`config.mk`:
```
export PLATFORM = sky130hd
export DESIGN_NAME = rv_hazard_ctrl
export DESIGN_NICKNAME = d
export VERILOG_FILES = /design/src/rtl/rv_hazard_ctrl_pkg.sv /design/src/rtl/rv_hazard_ctrl_bp_select.sv /design/src/rtl/rv_hazard_ctrl.sv
export SDC_FILE = /design/constraint.sdc
export NUM_CORES = 1
export LEC_CHECK = 0
export BUFFER_PORTS_ARGS = -buffer_cell sky130_fd_sc_hd__buf_4
export CAP_MARGIN = 0
export CORE_MARGIN = 2
export CORE_UTILIZATION = 60
export CTS_CLUSTER_DIAMETER = 30
export DETAILED_ROUTE_END_ITERATION = 12
export HOLD_SLACK_MARGIN = 0.1
export PLACE_DENSITY = 0.86
export SKIP_CTS_REPAIR_TIMING = 1
export SLEW_MARGIN = 20
export SYNTH_ARGS = -nofsm -noshare
export SYNTH_HDL_FRONTEND = slang
export SYNTH_SLANG_ARGS = --single-unit
```
`constraint.sdc`:
```
create_clock -name i_clk -period 8.1 [get_ports i_clk]
set_clock_uncertainty 0.15 [all_clocks]
set_input_delay 0 -clock i_clk [delete_from_list [all_inputs] [get_ports i_clk]]
set_output_delay 0 -clock i_clk [all_outputs]
set_load 0.1 [all_outputs]
```
`src/rtl/rv_hazard_ctrl_pkg.sv`:
```
// Shared types and constants for the RV32 hazard/flush controller.
package rv_hazard_ctrl_pkg;

    // Controller operating modes.
    typedef enum logic [1:0] {
        HZ_RUN   = 2'd0,
        HZ_FLUSH = 2'd1,
        HZ_FENCE = 2'd2
    } hz_state_t;

    // Architectural zero register index; never pending, never bypassed.
    localparam int unsigned RA_ZERO = 0;

endpackage

```
`src/rtl/rv_hazard_ctrl_bp_select.sv`:
```
// Forwarding select for one source operand against all bypass stages.
module rv_bp_select
    import rv_hazard_ctrl_pkg::*;
#(
    parameter int unsigned BP_STAGES = 3,
    parameter int unsigned RA_W      = 5
) (
    input  logic [RA_W-1:0]           rs_i,
    input  logic [BP_STAGES*RA_W-1:0] bp_rd_i,
    input  logic [BP_STAGES-1:0]      bp_we_i,
    output logic [BP_STAGES-1:0]      sel_o
);

    // Youngest matching stage wins: scan oldest to youngest so lower k overrides.
    always_comb begin
        sel_o = '0;
        for (int k = int'(BP_STAGES) - 1; k >= 0; k--) begin
            if (bp_we_i[k] && (bp_rd_i[k*RA_W +: RA_W] == rs_i)) begin
                sel_o    = '0;
                sel_o[k] = 1'b1;
            end
        end
        if (rs_i == RA_W'(RA_ZERO)) begin
            sel_o = '0;
        end
    end

endmodule

```
`src/rtl/rv_hazard_ctrl.sv`:
```
// Pipeline hazard/flush controller: bypass selects, long-latency scoreboard,
// RUN/FLUSH/FENCE sequencing and the delayed invalid-instruction flag.
module rv_hazard_ctrl
    import rv_hazard_ctrl_pkg::*;
#(
    parameter int unsigned BP_STAGES = 3,
    parameter int unsigned RA_W      = 5,
    parameter int unsigned MAX_LONG  = 2,
    parameter int unsigned FLUSH_CYC = 1,
    parameter int unsigned INV_DEPTH = 2
) (
    input  logic                      i_clk,
    input  logic                      i_reset,
    input  logic                      i_pc_change,
    input  logic                      i_decode_valid,
    input  logic                      i_decode_inst_sup,
    input  logic [RA_W-1:0]           i_decode_rs1,
    input  logic [RA_W-1:0]           i_decode_rs2,
    input  logic [RA_W-1:0]           i_decode_rd,
    input  logic                      i_decode_long,
    input  logic                      i_decode_fence,
    input  logic [RA_W-1:0]           i_alu_rs1,
    input  logic [RA_W-1:0]           i_alu_rs2,
    input  logic [BP_STAGES*RA_W-1:0] i_bp_rd,
    input  logic [BP_STAGES-1:0]      i_bp_we,
    input  logic                      i_long_done,
    input  logic [RA_W-1:0]           i_long_rd,
    input  logic                      i_alu2_ready,
    input  logic                      i_need_pause,
    output logic                      o_fetch_stall,
    output logic                      o_decode_stall,
    output logic                      o_decode_flush,
    output logic                      o_alu1_stall,
    output logic                      o_alu1_flush,
    output logic                      o_alu2_flush,
    output logic [BP_STAGES-1:0]      o_rs1_bp,
    output logic [BP_STAGES-1:0]      o_rs2_bp,
    output logic                      o_fence_done,
    output logic                      o_inv_inst
);

    localparam int unsigned NREG  = 2 ** RA_W;
    localparam int unsigned CNT_W = $clog2(MAX_LONG + 1);
    localparam int unsigned FC_W  = $clog2(FLUSH_CYC + 1);

    hz_state_t            state_q, state_d;
    logic [FC_W-1:0]      fcnt_q, fcnt_d;
    logic [NREG-1:0]      pend_q, pend_d;
    logic [CNT_W-1:0]     lcnt_q, lcnt_d;
    logic [INV_DEPTH-1:0] inv_q, inv_d;

    logic hz, decode_stall, flush_all, issue, retire, cnt_full, lcnt_zero;

    rv_bp_select #(.BP_STAGES(BP_STAGES), .RA_W(RA_W)) u_bp_rs1 (
        .rs_i    (i_alu_rs1),
        .bp_rd_i (i_bp_rd),
        .bp_we_i (i_bp_we),
        .sel_o   (o_rs1_bp)
    );

    rv_bp_select #(.BP_STAGES(BP_STAGES), .RA_W(RA_W)) u_bp_rs2 (
        .rs_i    (i_alu_rs2),
        .bp_rd_i (i_bp_rd),
        .bp_we_i (i_bp_we),
        .sel_o   (o_rs2_bp)
    );

    // Hazard detection, stall/flush qualification and issue/retire strobes.
    always_comb begin
        cnt_full     = (lcnt_q == CNT_W'(MAX_LONG));
        lcnt_zero    = (lcnt_q == '0);
        hz           = i_decode_valid &
                       (pend_q[i_decode_rs1] | pend_q[i_decode_rs2] |
                        (i_decode_long & (pend_q[i_decode_rd] | cnt_full)));
        decode_stall = i_reset | hz | i_need_pause | ~i_alu2_ready |
                       (state_q != HZ_RUN);
        flush_all    = i_reset | i_pc_change | (state_q == HZ_FLUSH);
        issue        = i_decode_valid & i_decode_long &
                       (i_decode_rd != RA_W'(RA_ZERO)) & ~decode_stall &
                       (state_q == HZ_RUN);
        retire       = i_long_done & pend_q[i_long_rd];
    end

    // Scoreboard and outstanding-count update; flushes leave in-flight ops tracked.
    always_comb begin
        pend_d = pend_q;
        lcnt_d = lcnt_q;
        if (retire) begin
            pend_d[i_long_rd] = 1'b0;
        end
        if (issue) begin
            pend_d[i_decode_rd] = 1'b1;
        end
        pend_d[RA_ZERO] = 1'b0;
        case ({issue, retire})
            2'b10:   lcnt_d = lcnt_q + CNT_W'(1);
            2'b01:   lcnt_d = lcnt_q - CNT_W'(1);
            default: lcnt_d = lcnt_q;
        endcase
    end

    // RUN/FLUSH/FENCE next-state and fence completion pulse.
    always_comb begin
        state_d      = state_q;
        fcnt_d       = fcnt_q;
        o_fence_done = 1'b0;
        case (state_q)
            HZ_RUN: begin
                if (i_pc_change) begin
                    state_d = HZ_FLUSH;
                    fcnt_d  = FC_W'(FLUSH_CYC);
                end else if (i_decode_valid && i_decode_fence) begin
                    if (lcnt_zero) begin
                        o_fence_done = 1'b1;
                    end else begin
                        state_d = HZ_FENCE;
                    end
                end
            end
            HZ_FLUSH: begin
                if (i_pc_change) begin
                    fcnt_d = FC_W'(FLUSH_CYC);
                end else begin
                    fcnt_d = fcnt_q - FC_W'(1);
                    if (fcnt_q == FC_W'(1)) begin
                        state_d = HZ_RUN;
                    end
                end
            end
            HZ_FENCE: begin
                if (i_pc_change) begin
                    state_d = HZ_FLUSH;
                    fcnt_d  = FC_W'(FLUSH_CYC);
                end else if (lcnt_zero) begin
                    o_fence_done = 1'b1;
                    state_d      = HZ_RUN;
                end
            end
            default: begin
                state_d = HZ_FLUSH;
                fcnt_d  = FC_W'(FLUSH_CYC);
            end
        endcase
        if (i_reset) begin
            o_fence_done = 1'b0;
        end
    end

    // Invalid-instruction delay line; a 0 reaching the msb reports the fault.
    always_comb begin
        inv_d = inv_q;
        if (flush_all) begin
            inv_d = '1;
        end else if (!decode_stall) begin
            inv_d = INV_DEPTH'({inv_q, i_decode_inst_sup | ~i_decode_valid});
        end
    end

    // State registers with synchronous reset.
    always_ff @(posedge i_clk) begin
        if (i_reset) begin
            state_q <= HZ_FLUSH;
            fcnt_q  <= FC_W'(FLUSH_CYC);
            pend_q  <= '0;
            lcnt_q  <= '0;
            inv_q   <= '1;
        end else begin
            state_q <= state_d;
            fcnt_q  <= fcnt_d;
            pend_q  <= pend_d;
            lcnt_q  <= lcnt_d;
            inv_q   <= inv_d;
        end
    end

    assign o_decode_stall = decode_stall;
    assign o_fetch_stall  = decode_stall;
    assign o_alu1_stall   = i_reset | ~i_alu2_ready;
    assign o_alu1_flush   = flush_all | (decode_stall & i_alu2_ready);
    assign o_decode_flush = flush_all;
    assign o_alu2_flush   = flush_all;
    assign o_inv_inst     = ~inv_q[INV_DEPTH-1];

    // Retiring a long op with nothing outstanding would underflow the count.
    a_no_underflow: assert property (@(posedge i_clk) disable iff (i_reset)
        !(retire && !issue && lcnt_zero));

endmodule
```
==> impl_results.md, run 1 <==
- Status: finished clean
- Cell area after synthesis: 3470 µm²
- Internal power: 0.302 mW
- CP required: 8180 ps
- Routability congestion estimate: 0.945
- Rel. slew slack: 46.6%
- Post-Syn Nets: 440
- Initial Util: 62.6%
- Sequential power share: 42.7%
- Worst-margin pin slew: 801 ps
- Startpoint types: primary input
- TritonCTS clock tree: done
- Iteration count of the initial detailed-routing pass: 5
- Crit path kind: in -> reg
- Gr ovfl total: 0
- Max Buffers Root-to-Sink: 2
- Minimum clock period: 3400 ps
- HPWL after detailed placement: 7960 µm
- Die Y: 80.0 µm
- Worst VDD drop: 121 µV
- Worst Hold Class: in -> reg
- Nets: 508
- Max-Cap Viols: 0
- Core ar.: 5540 µm²
- Final setup vio count: 0
- Critical path cell sequence: dlygate4sd3_1 > buf_4 > mux4_2 > nor2_1 > o41ai_1 > o41ai_1 > nand4b_1 > ha_1 > or3_1 > a21oi_1
- Initial antenna violation count: 0
- I/O pins: 72
- CP max-delay cell: o41ai_1
- Vias per cell: 6.91
- Antenna viol nets, final: 0
- Synth Area in Compound Gates: 20.5%
- Crit path largest cell delay: 630 ps
- Vias in the first global route: 3185
- Flop2flop setup slack: 5000 ps
- # H-tree levels: 2
- Leak: 1.64 nW
- Clock buffer count from CTS: 5
- CP Capture Type: register
- Post-synthesis adder-cell area fraction: 0.361%
- Highest Clock Rate: 294 MHz
- FF+latch count, synth: 38
- Final Hold Vio Count: 0
- Most frequent cells in the layout: 72 x buf_4, 38 x dfxtp_1, 37 x o21ai_0, 32 x nor2b_1, 26 x mux4_2
- Share of cells above drive strength 1: 27.6%
- Combinational cell fraction of total power: 25.2%
- Worst Hold Path Cells: 4
- Sequential cell area: 761 µm²
- Asr flop ratio synth: 0%
- Switching Power: 0.138 mW
- Post-synthesis sequential area ratio: 21.9%
- Iteration-0 DRC Markers: 482
- Largest family of logic cells by synthesized area: simple AND/OR/NAND/NOR gates
- Cell row count: 27
- Reg clk slew, reported paths: 80 ps
- Max Fanout on Critical Path: 24
- Synth warnings: 0
- Post-synth EDFFs: 0
- Fin crit share: 42.0%
- Routed len/inst: 21.5 µm
- Area Growth Syn to Fin: 22.5%
- Cells after Synth: 381
- Power density cells: 104 nW/µm²
- RSZ-0062 raised after global routing: false
- Pre-CTS setup slack: 5070 ps
- Syn Area/Cell: 9.11 µm²
- Crit path DAT: 3480 ps
- First-pass GRT wire length: 16800 µm
- Die ar.: 6410 µm²
- Commonest non-fill, non-tap cell in the layout: buf_4
- Switching share of total power: 31.4%
- Clock share of power: 32.2%
- Xor and xnor area share after synthesis: 8.08%
- Clk Latency, worst-skew pair: 300 ps
- Port Buf Inserts: 71
- Routed wire length: 11200 µm
- Clk root buf: clkbuf_8
- Most frequent CP cell: o41ai_1
- DRC viols: 0
- Final TNS setup: 0 ps
- Multi-input logic area: 2550 µm²
- Setup ws final: 4700 ps
- Max Slew Vio Count: 0
- Antenna diodes: 0
- Total number of vias: 3608
- FILL cells: 385
- Post-synthesis mux area share: 21.6%
- Sink Count: 38
- Ys flop type: dfxtp_1
- GRT Total Usage: 34.7%
- Die Wd: 80.0 µm
- Post-synthesis simple-gate area fraction: 23.0%
- R2R depth: 7
- Largest net degree at the start of global routing: 42
- Netlist cell types: 54
## synthesized netlist by cell type (all sizes together) (2+ instances only)
library cell / n / area, µm²
dfxtp: 38 / 761
o21ai: 37 / 185
nor2b: 32 / 200
mux4: 26 / 586
nor2: 25 / 93.8
xor2: 25 / 219
nand2: 19 / 71.3
clkbuf: 18 / 67.6
o31ai: 18 / 135
o41ai: 15 / 214
buf: 12 / 66.3
mux2i: 12 / 120
nand2b: 11 / 68.8
nand3: 8 / 40.0
nor4: 8 / 65.1
xnor2: 7 / 61.3
inv: 6 / 22.5
a21oi: 4 / 20.0
mux2: 4 / 45.0
nand4: 4 / 25.0
nor3b: 4 / 30.0
o2111ai: 4 / 35.0
or4: 4 / 30.0
and3: 3 / 18.8
nand3b: 3 / 22.5
nor3: 3 / 15.0
or3: 3 / 18.8
a32oi: 2 / 17.5
a41o: 2 / 20.0
and3b: 2 / 17.5
nor4b: 2 / 17.5
o211ai: 2 / 15.0
or2: 2 / 12.5
or3b: 2 / 17.5
## critical path: cells and delay by family
| family | cells | cell delay [ps] |
|---|---|---|
| and+or+nand+nor | 3 | 740 |
| adders and majority gates | 1 | 350 |
| buffers and inverters | 2 | 890 |
| muxes | 1 | 560 |
| AOI/OAI and AO/OA | 3 | 930 |
## state kept, by name, summed over array words and instances, names as in the netlist
| name | count |
|---|---|
| pend_q | 31 |
| inv_q | 2 |
| lcnt_q | 2 |
| state_q | 2 |
| fcnt_q | 1 |
## metrics by stage
stage	utilization (%)	instances	instance area [µm²]	hold WS, ps	total power [mW]
final	76.7	522	4250	20.5	0.440
after global routing	76.7	522	4250	99.1	0.456
after CTS	73.3	503	4060	-224	0.434
after detailed placement	71.6	495	3970	85.2	0.294
after global placement	71.6	495	3970	80.3	0.292
after floorplan	-	381	3470	-34.6	0.254
## power groups by stage
stage	clock network, mW	registers [mW]	logic (mW)
detailed placement	0	0.192	0.102
floorplan	0	0.192	0.0618
global placement	0	0.192	0.100
finish	0.142	0.188	0.111
global route	0.150	0.188	0.118
CTS	0.143	0.188	0.103
## worst paths after layout
| check | endpoint | from |
|---|---|---|
| worst max register to register | pend_q[9] | pend_q[15] |
| worst min-delay path | inv_q[0] | i_decode_valid |
| worst min register to register | inv_q[1] | inv_q[1] |
| worst max-delay path | lcnt_q[1] | i_decode_rd[0] |
## cells by family after synthesis
family                     Yosys count
adders and majority gates            1
AOI/OAI and AO/OA                   93
DFF                                 38
muxes                               42
and+or+nand+nor                    139
xor gates and xnor gates            32
buffers and inverters               36
## routing by layer
layer  global-route usage [%]  wire length, µm  up-vias
met5                        0                0        -
met4                     10.0              401        0
met3                     6.45             1360       51
met2                     55.8             5360      255
met1                     47.8             4100     1707
li1                         -                -     1595
## area by class of cell
type	instances	area share (%)
Clock buffer	6	1.94
Tap cell	72	2.12
Timing Repair Buffer	91	17.2
Inverter	6	0.530
Multi-Input combinational cell	307	60.0
Clock inverter	2	0.294
Sequential cell	38	17.9
Power figures use the tool's default switching activity.
==> run 2, diff against run 1 <==
ABC_AREA = 1   (was unset)
CORE_UTILIZATION = 57   (was 60)
PLACE_DENSITY = 0.82   (was 0.86)
clock period = 3.2 ns   (was 8.1 ns; I/O delays follow)
==> run 2 against run 1 <==
Against the previous run:
- global-route usage up 1.1 points
- cell count increased by 55%
- register-to-register slack worse by 4800 ps
- sequential share of layout area down 0.68 points
- via count is 38% higher
- first-iteration DRC count rose by 30%
- synthesized area rose by 8.2%
- design area increased by 4.0%
- clock power grew 150%
- critical path type is now reg -> reg
- sequential power grew to 2.5 times the previous value
- critical path depth increased by 7
==> impl_results.md, run 2 <==
- Final setup vio count: 0 (unchanged)
- Post-synth EDFFs: 0 (unchanged)
- Cell Area, Placed: 4270 µm² (+7.6%)
- Gr ovfl total: 0 (unchanged)
- Crit path DAT: 3040 ps (-440 ps)
- Most frequent cells in the layout: 195 x nand2_1, 79 x buf_4, 77 x inv_1, 67 x nand4_1, 62 x nand3_1
- Post-Syn Nets: 732 (+66%)
- Initial antenna violation count: 0 (unchanged)
- Critical Path End: inv_q[0]
- Cells after Synth: 673 (+77%)
- Nets: 792 (+56%)
- Max-Cap Viols: 0 (unchanged)
- CP Capture Type: register
- Fin area: 4420 µm² (+4.0%)
- I/O pins: 72 (unchanged)
- Pre-CTS setup slack: 800 ps (-4270 ps)
- Most frequent CP cell: nand2_1
- FF+latch count, synth: 38 (unchanged)
- Area leader, netlist: dfxtp_1
- Syn Area/Cell: 5.58 µm² (-39%)
- Final TNS setup: 0 ps (unchanged)
- Max Fanout on Critical Path: 6 (-75%)
- WP buf/inv: 4 (+2)
- Fin util: 69.6% (-7.1 points)
- Clock buffer count from CTS: 5 (unchanged)
- R2R depth: 17 (+10)
- Critical path cell sequence: inv_1 > o21ai_0 > nand2_1 > nand2_1 > nand2_1 > nand2_1 > nor2_1 > nand2_1 > nand2_1 > nand3_1 > nand2_2 > nand2_2 > inv_2 > o21ai_1 > dlygate4sd3_1 > nand2_1 > dlygate4sd3_1
- Vias in the first global route: 4385 (+38%)
- Reg clk slew, reported paths: 80 ps (about the same)
- Worst-margin pin slew: 805 ps (+4.41 ps)
- Setup ws final: 198 ps (-4500 ps)
- Sequential cell area: 761 µm² (unchanged)
- GRT Total Usage: 35.8% (+1.1 points)
- Post-synthesis sequential area ratio: 20.3% (-1.7 points)
- Grt met1 use: 50.8% (+3.0 points)
- Initial Util: 59.1% (-3.5 points)
- Share of cells above drive strength 1: 13.5% (-14 points)
- Largest net degree at the start of global routing: 36 (-14%)
- Netlist cell types: 35 (-35%)
- Minimum clock period: 3000 ps
- Clk Latency, worst-skew pair: 290 ps (about the same)
- First-pass GRT wire length: 21100 µm (+25%)
- Status: finished clean
- Cell row count: 29 (+7.4%)
- Clk root buf: clkbuf_8
- Vias per cell: 6.14 (-11%)
- R2R Path End: inv_q[0]
- Iteration count of the initial detailed-routing pass: 6 (+1)
- Sink Count: 38 (unchanged)
- Core ar.: 6350 µm² (+15%)
- Worst Hold Class: in -> reg
- HPWL after detailed placement: 9850 µm (+24%)
- Crit path largest cell delay: 560 ps (-70 ps)
- Routed len/inst: 16.5 µm (-23%)
- Top-count cell post-synth: nand2_1
- CP required: 3240 ps (-4940 ps)
- Final Hold Vio Count: 0 (unchanged)
- TritonCTS clock tree: done
- Top cells by count, synth: 196 x nand2_1, 77 x inv_1, 67 x nand4_1
- Busiest grt layer: met2
- DP Cell Count: 797 (+61%)
- Fin crit share: 93.8%
- Max reg flops: 31 (unchanged)
- Die Wd: 85.1 µm (+6.4%)
- Max Slew Vio Count: 0 (unchanged)
- Asr flop ratio synth: 0% (unchanged)
- Met2 usage: 54.4% (-1.4 points)
- Commonest non-fill, non-tap cell in the layout: nand2_1
- Iteration-0 DRC Markers: 629 (+30%)
- Total number of vias: 4979 (+38%)
- Met3 Track Usage GR: 6.42% (-0.028 points)
- Routed wire length: 13400 µm (+19%)
- Final Non-Filler Cells: 811 (+55%)
- Highest Clock Rate: 333 MHz
- Synth warnings: 0 (unchanged)
- FF-to-FF Start: pend_q[8]
- Multi-input logic area: 2500 µm² (-2.1%)
- Synth top area share: 20.3% (-1.7 points)
- Crit path kind: reg -> reg
- FILL cells: 592 (+54%)
- Port Buf Inserts: 71 (unchanged)
- Die Y: 85.1 µm (+6.4%)
- Flop2flop setup slack: 200 ps (-4800 ps)
- Largest Register: pend_q
- Cell area after synthesis: 3750 µm² (+8.2%)
- Die ar.: 7250 µm² (+13%)
- Startpoint types: register
- CP top delay family: buffers and inverters
- RSZ-0062 raised after global routing: false
- Routability congestion estimate: 0.996 (+5.4%)
- Power density cells: 262 nW/µm² (+150%)
- DRC viols: 0 (unchanged)
- Ys flop type: dfxtp_1
- Worst VDD drop: 279 µV (+130%)
- Critical path depth: 17 (+7)
- # H-tree levels: 2 (unchanged)
- Antenna diodes: 0 (unchanged)
- Top post-synthesis cells by area: dfxtp_1 20%, nand2_1 20%, nand4_1 11%, nand3_1 8.3%, inv_1 7.7%
- Rel. slew slack: 45.9% (-0.65 points)
- Area Growth Syn to Fin: 17.8%
- Max Buffers Root-to-Sink: 2 (unchanged)
- Antenna viol nets, final: 0 (unchanged)
- CP max-delay cell: dlygate4sd3_1
- CP Launch Point: pend_q[8]
- Leak: 1.87 nW (+14%)
-- run 2: changes by cell type in the layout (fill, tap and decap cells not counted), moves of 18 or more --
cell,delta
nand2_1,+176
inv_1,+71
nand4_1,+63
nand3_1,+54
a21oi_1,+36
nor2b_1,-32
nor2_1,+31
mux4_2,-26
xor2_1,-19
o31ai_1,-18
-- run 2: layout make-up --
cell class | count | area share, %
well taps | 77 | 2.18
multi-input cells | 518 | 56.6
flip-flops and latches | 38 | 17.2
clock inverters | 1 | 0.113
inverters | 85 | 7.22
repair buffers | 85 | 14.8
clock buffers | 7 | 1.95
-- run 2: kinds of logic (layout without fill, tap and decap cells) --
group                    after synthesis  in the layout  synth area share, %
adder cells (fa/ha/maj)                1              1                0.333
AO/OA/AOI/OAI                         98             98                 14.7
AND/OR/NAND/NOR                      408            408                 48.6
XOR/XNOR                              11             11                 2.57
buffers and inverters                117            178                 13.5
flip-flops                            38             38                 20.3
-- run 2: how the worst min path moves through the flow --
stage               slack, ps               from  depth (start not counted)          to
floorplan                 -40  i_decode_inst_sup                          2    inv_q[0]
global placement           60  i_decode_inst_sup                          3    inv_q[0]
detailed placement         70  i_decode_inst_sup                          3    inv_q[0]
CTS                      -230  i_decode_inst_sup                          3    inv_q[0]
global route              110       i_long_rd[4]                          5   pend_q[3]
finish                     40     i_decode_fence                          5  state_q[1]
-- run 2: through the flow --
stage	hold WS, ps	power (mW)
6_report	37.8	1.16
4_1_cts	-234	1.14
3_3_place_gp	63.0	0.800
3_5_place_dp	69.6	0.805
2_1_floorplan	-36.1	0.681
5_1_grt	115	1.20
-- run 2: power breakdown --
group | internal (mW) | switching [mW]
registers | 0.475 | 0.00160
logic | 0.111 | 0.221
clock network | 0.174 | 0.175
-- run 2: tightest hold or removal path: cells and delay by family --
family                 cells  cell delay [ps]
AOI/OAI and AO/OA          1              130
buffers and inverters      1               80
and+or+nand+nor            3              250
-- run 2: per-layer routing --
metal  wire (µm)  up-vias  share of wire [%]
met5           0        -                  0
met4         340        0                2.5
met3        1720       43                 13
met2        5870      323                 44
met1        5430     2229                 41
li1            -     2384                  -
==> run 3, diff against run 2 <==
CORE_UTILIZATION = 58   (was 57)
SYNTH_HIERARCHICAL = 1   (was unset)
==> run 3 against run 2 <==
Against the previous run:
- global-route usage fell by 1.3 points
- first-iteration DRC count is 18% lower
- clock power increased by 20%
- highest routed layer unchanged
- via count rose by 7.3%
==> impl_results.md, run 3 <==
- Share of cells above drive strength 1: 15.5% (+2.0 points)
- Post-Syn Nets: 852 (+16%)
- Syn Area/Cell: 5.36 µm² (-3.8%)
- RSZ-0062 raised after global routing: false
- CP Capture Type: register
- Most frequent cells in the layout: 265 x nand2_1, 102 x nor2_1, 93 x nand3_1, 90 x inv_1, 74 x buf_4
- First-pass GRT wire length: 21800 µm (+3.5%)
- Synth warnings: 6 (+6)
- DRC viols: 0 (unchanged)
- Ys flop type: dfxtp_1
- R2R depth: 18 (+1)
- Synth top area share: 23.4% (+3.1 points)
- Worst Hold Path Cells: 6 (+1)
- Top post-synthesis cells by area: nand2_1 23%, dfxtp_1 18%, nand3_1 11%, nor2_1 9.0%, inv_1 7.9%
- Port Buf Inserts: 71 (unchanged)
- Max reg flops: 31 (unchanged)
- Leak: 2.17 nW (+16%)
- Final setup vio count: 0 (unchanged)
- Commonest non-fill, non-tap cell in the layout: nand2_1
- FF-to-FF Start: pend_q[26]
- Setup ws final: 505 ps (+307 ps)
- R2R Path End: lcnt_q[1]
- Worst-margin pin slew: 722 ps (-83.0 ps)
- Area leader, netlist: nand2_1
- CP Launch Point: pend_q[26]
- Power density cells: 260 nW/µm² (-0.54%)
- Crit path DAT: 2710 ps (-330 ps)
- Nets: 903 (+14%)
- Largest net degree at the start of global routing: 36 (unchanged)
- I/O pins: 72 (unchanged)
- Final TNS setup: 0 ps (unchanged)
- Max Fanout on Critical Path: 32 (+26)
- Area Growth Syn to Fin: 14.0%
- Clock buffer count from CTS: 5 (unchanged)
- Fin util: 67.6% (-2.0 points)
- Netlist cell types: 36 (+2.9%)
- Clk root buf: clkbuf_8
- Max Buffers Root-to-Sink: 2 (unchanged)
- Die Wd: 89.6 µm (+5.3%)
- FF+latch count, synth: 38 (unchanged)
- Largest Register: pend_q
- Flop2flop setup slack: 500 ps (+310 ps)
- Top-count cell post-synth: nand2_1
- Initial antenna violation count: 0 (unchanged)
- CP max-delay cell: dfxtp_1
- HPWL after detailed placement: 10100 µm (+2.5%)
- Pre-CTS setup slack: 559 ps (-241 ps)
- Post-synth EDFFs: 0 (unchanged)
- # H-tree levels: 2 (unchanged)
- Die ar.: 8040 µm² (+11%)
- Reg clk slew, reported paths: 70 ps (about the same)
- Max Slew Vio Count: 0 (unchanged)
- Crit path kind: reg -> reg
- Status: finished clean
- Routed wire length: 14000 µm (+4.5%)
- Clk Latency, worst-skew pair: 290 ps (about the same)
- GRT Total Usage: 34.5% (-1.3 points)
- Most frequent CP cell: nand2_1
- Vias in the first global route: 4622 (+5.4%)
- Antenna diodes: 0 (unchanged)
- Antenna viol nets, final: 0 (unchanged)
- Iteration count of the initial detailed-routing pass: 6 (unchanged)
- Crit path largest cell delay: 330 ps (-230 ps)
- Final Hold Vio Count: 0 (unchanged)
- Worst Hold Class: in -> reg
- Total number of vias: 5343 (+7.3%)
- Startpoint types: register
- Iteration-0 DRC Markers: 514 (-18%)
- Worst VDD drop: 281 µV (+0.79%)
- Fin crit share: 84.2% (-9.6 points)
- Routability congestion estimate: 1.08 (+8.6%)
- Cell area after synthesis: 4250 µm² (+13%)
- Gr ovfl total: 0 (unchanged)
- Rel. slew slack: 51.7% (+5.8 points)
- Initial Util: 59.3% (+0.19 points)
- Sink Count: 38 (unchanged)
- Vias per cell: 5.67 (-7.7%)
- CP required: 3210 ps (-30 ps)
- Routed len/inst: 14.8 µm (-10%)
- Die Y: 89.6 µm (+5.3%)
- Max-Cap Viols: 0 (unchanged)
- Minimum clock period: 2700 ps (-307 ps)
- Asr flop ratio synth: 0% (unchanged)
- Core ar.: 7180 µm² (+13%)
- Cell row count: 31 (+6.9%)
- Top cells by count, synth: 265 x nand2_1, 102 x nor2_1, 93 x nand3_1
- Highest Clock Rate: 371 MHz (+11%)
- Critical Path End: lcnt_q[1]
- TritonCTS clock tree: done
- Critical path cell sequence: inv_1 > o21ai_0 > nand2_1 > nand2_1 > nand2_1 > nand2_1 > nor2_1 > nand2_1 > nand2_1 > nand3_2 > nand2_4 > nand2_2 > inv_2 > nand2_1 > ha_1 > nor2_1 > and3_1 > nor3_1
- Post-synthesis sequential area ratio: 17.9% (-2.4 points)
- Cells after Synth: 793 (+18%)
run 3: cell types whose count changed after synthesis, sizes merged, moves of 4 or more:
cell    delta
o21ai      -4
nand2     +70
xor2       -4
a21oi      -4
clkbuf     -4
nand3     +34
inv       +24
buf        +8
nand4     -33
o22ai      -7
a221oi     -5
nor2      +51
run 3: per-layer routing:
layer / share of wire, % / routed length (µm) / track usage [%]
met3: 13 / 1810 / 8.68
met5: 0 / 0 / 0
met1: 42 / 5820 / 48.0
met4: 2.5 / 355 / 11.9
met2: 43 / 5990 / 51.8
run 3: area by class of cell:
type / instances / area [µm²]
sequential: 38 / 761
clock inverter: 1 / 30.0
timing repair buffer: 80 / 616
clock buffer: 6 / 82.6
inverter: 108 / 405
multi-input combinational: 611 / 2830
fill: 717 / 2330
tap: 99 / 124
run 3: cell families after synthesis:
group	after synthesis	share of synthesized area, %
xor gates and xnor gates	6	1.24
and+or+nand+nor	528	53.5
AOI/OAI and AO/OA	76	11.3
buffers and inverters	144	15.8
adders and majority gates	1	0.294
DFF	38	17.9
run 3: worst min path at each step:
stage,endpoint,start
2_1_floorplan,inv_q[0],i_decode_inst_sup
3_3_place_gp,inv_q[0],i_decode_inst_sup
3_5_place_dp,inv_q[0],i_decode_inst_sup
4_1_cts,inv_q[0],i_decode_inst_sup
5_1_grt,pend_q[2],i_decode_rd[4]
6_report,pend_q[2],i_decode_rd[3]
run 3: through the flow:
step           hold WS, ps  instances  instance area [µm²]  total power [mW]
3_5_place_dp          75.0        930                 4680             0.837
4_1_cts               -233        937                 4790              1.26
3_3_place_gp          54.0        930                 4680             0.831
6_report              73.6        943                 4850              1.26
2_1_floorplan        -36.1        793                 4250             0.724
5_1_grt                104        943                 4850              1.33
run 3: power by group:
group	total (mW)	switching (mW)	leakage (nW)	internal (mW)
Sequential	0.476	0.00185	0.307	0.475
Clock	0.420	0.170	0.0573	0.250
Combinational	0.366	0.249	1.81	0.117
Total	1.26	0.421	2.17	0.841
run 3: critical path, delay by kind of cell, from the launching register on:
family          cells  cell delay (ps)
compound gates      1              110
fa+ha+maj           1              300
simple gates       14             1470
flops               1              330
buf+inv             2              210
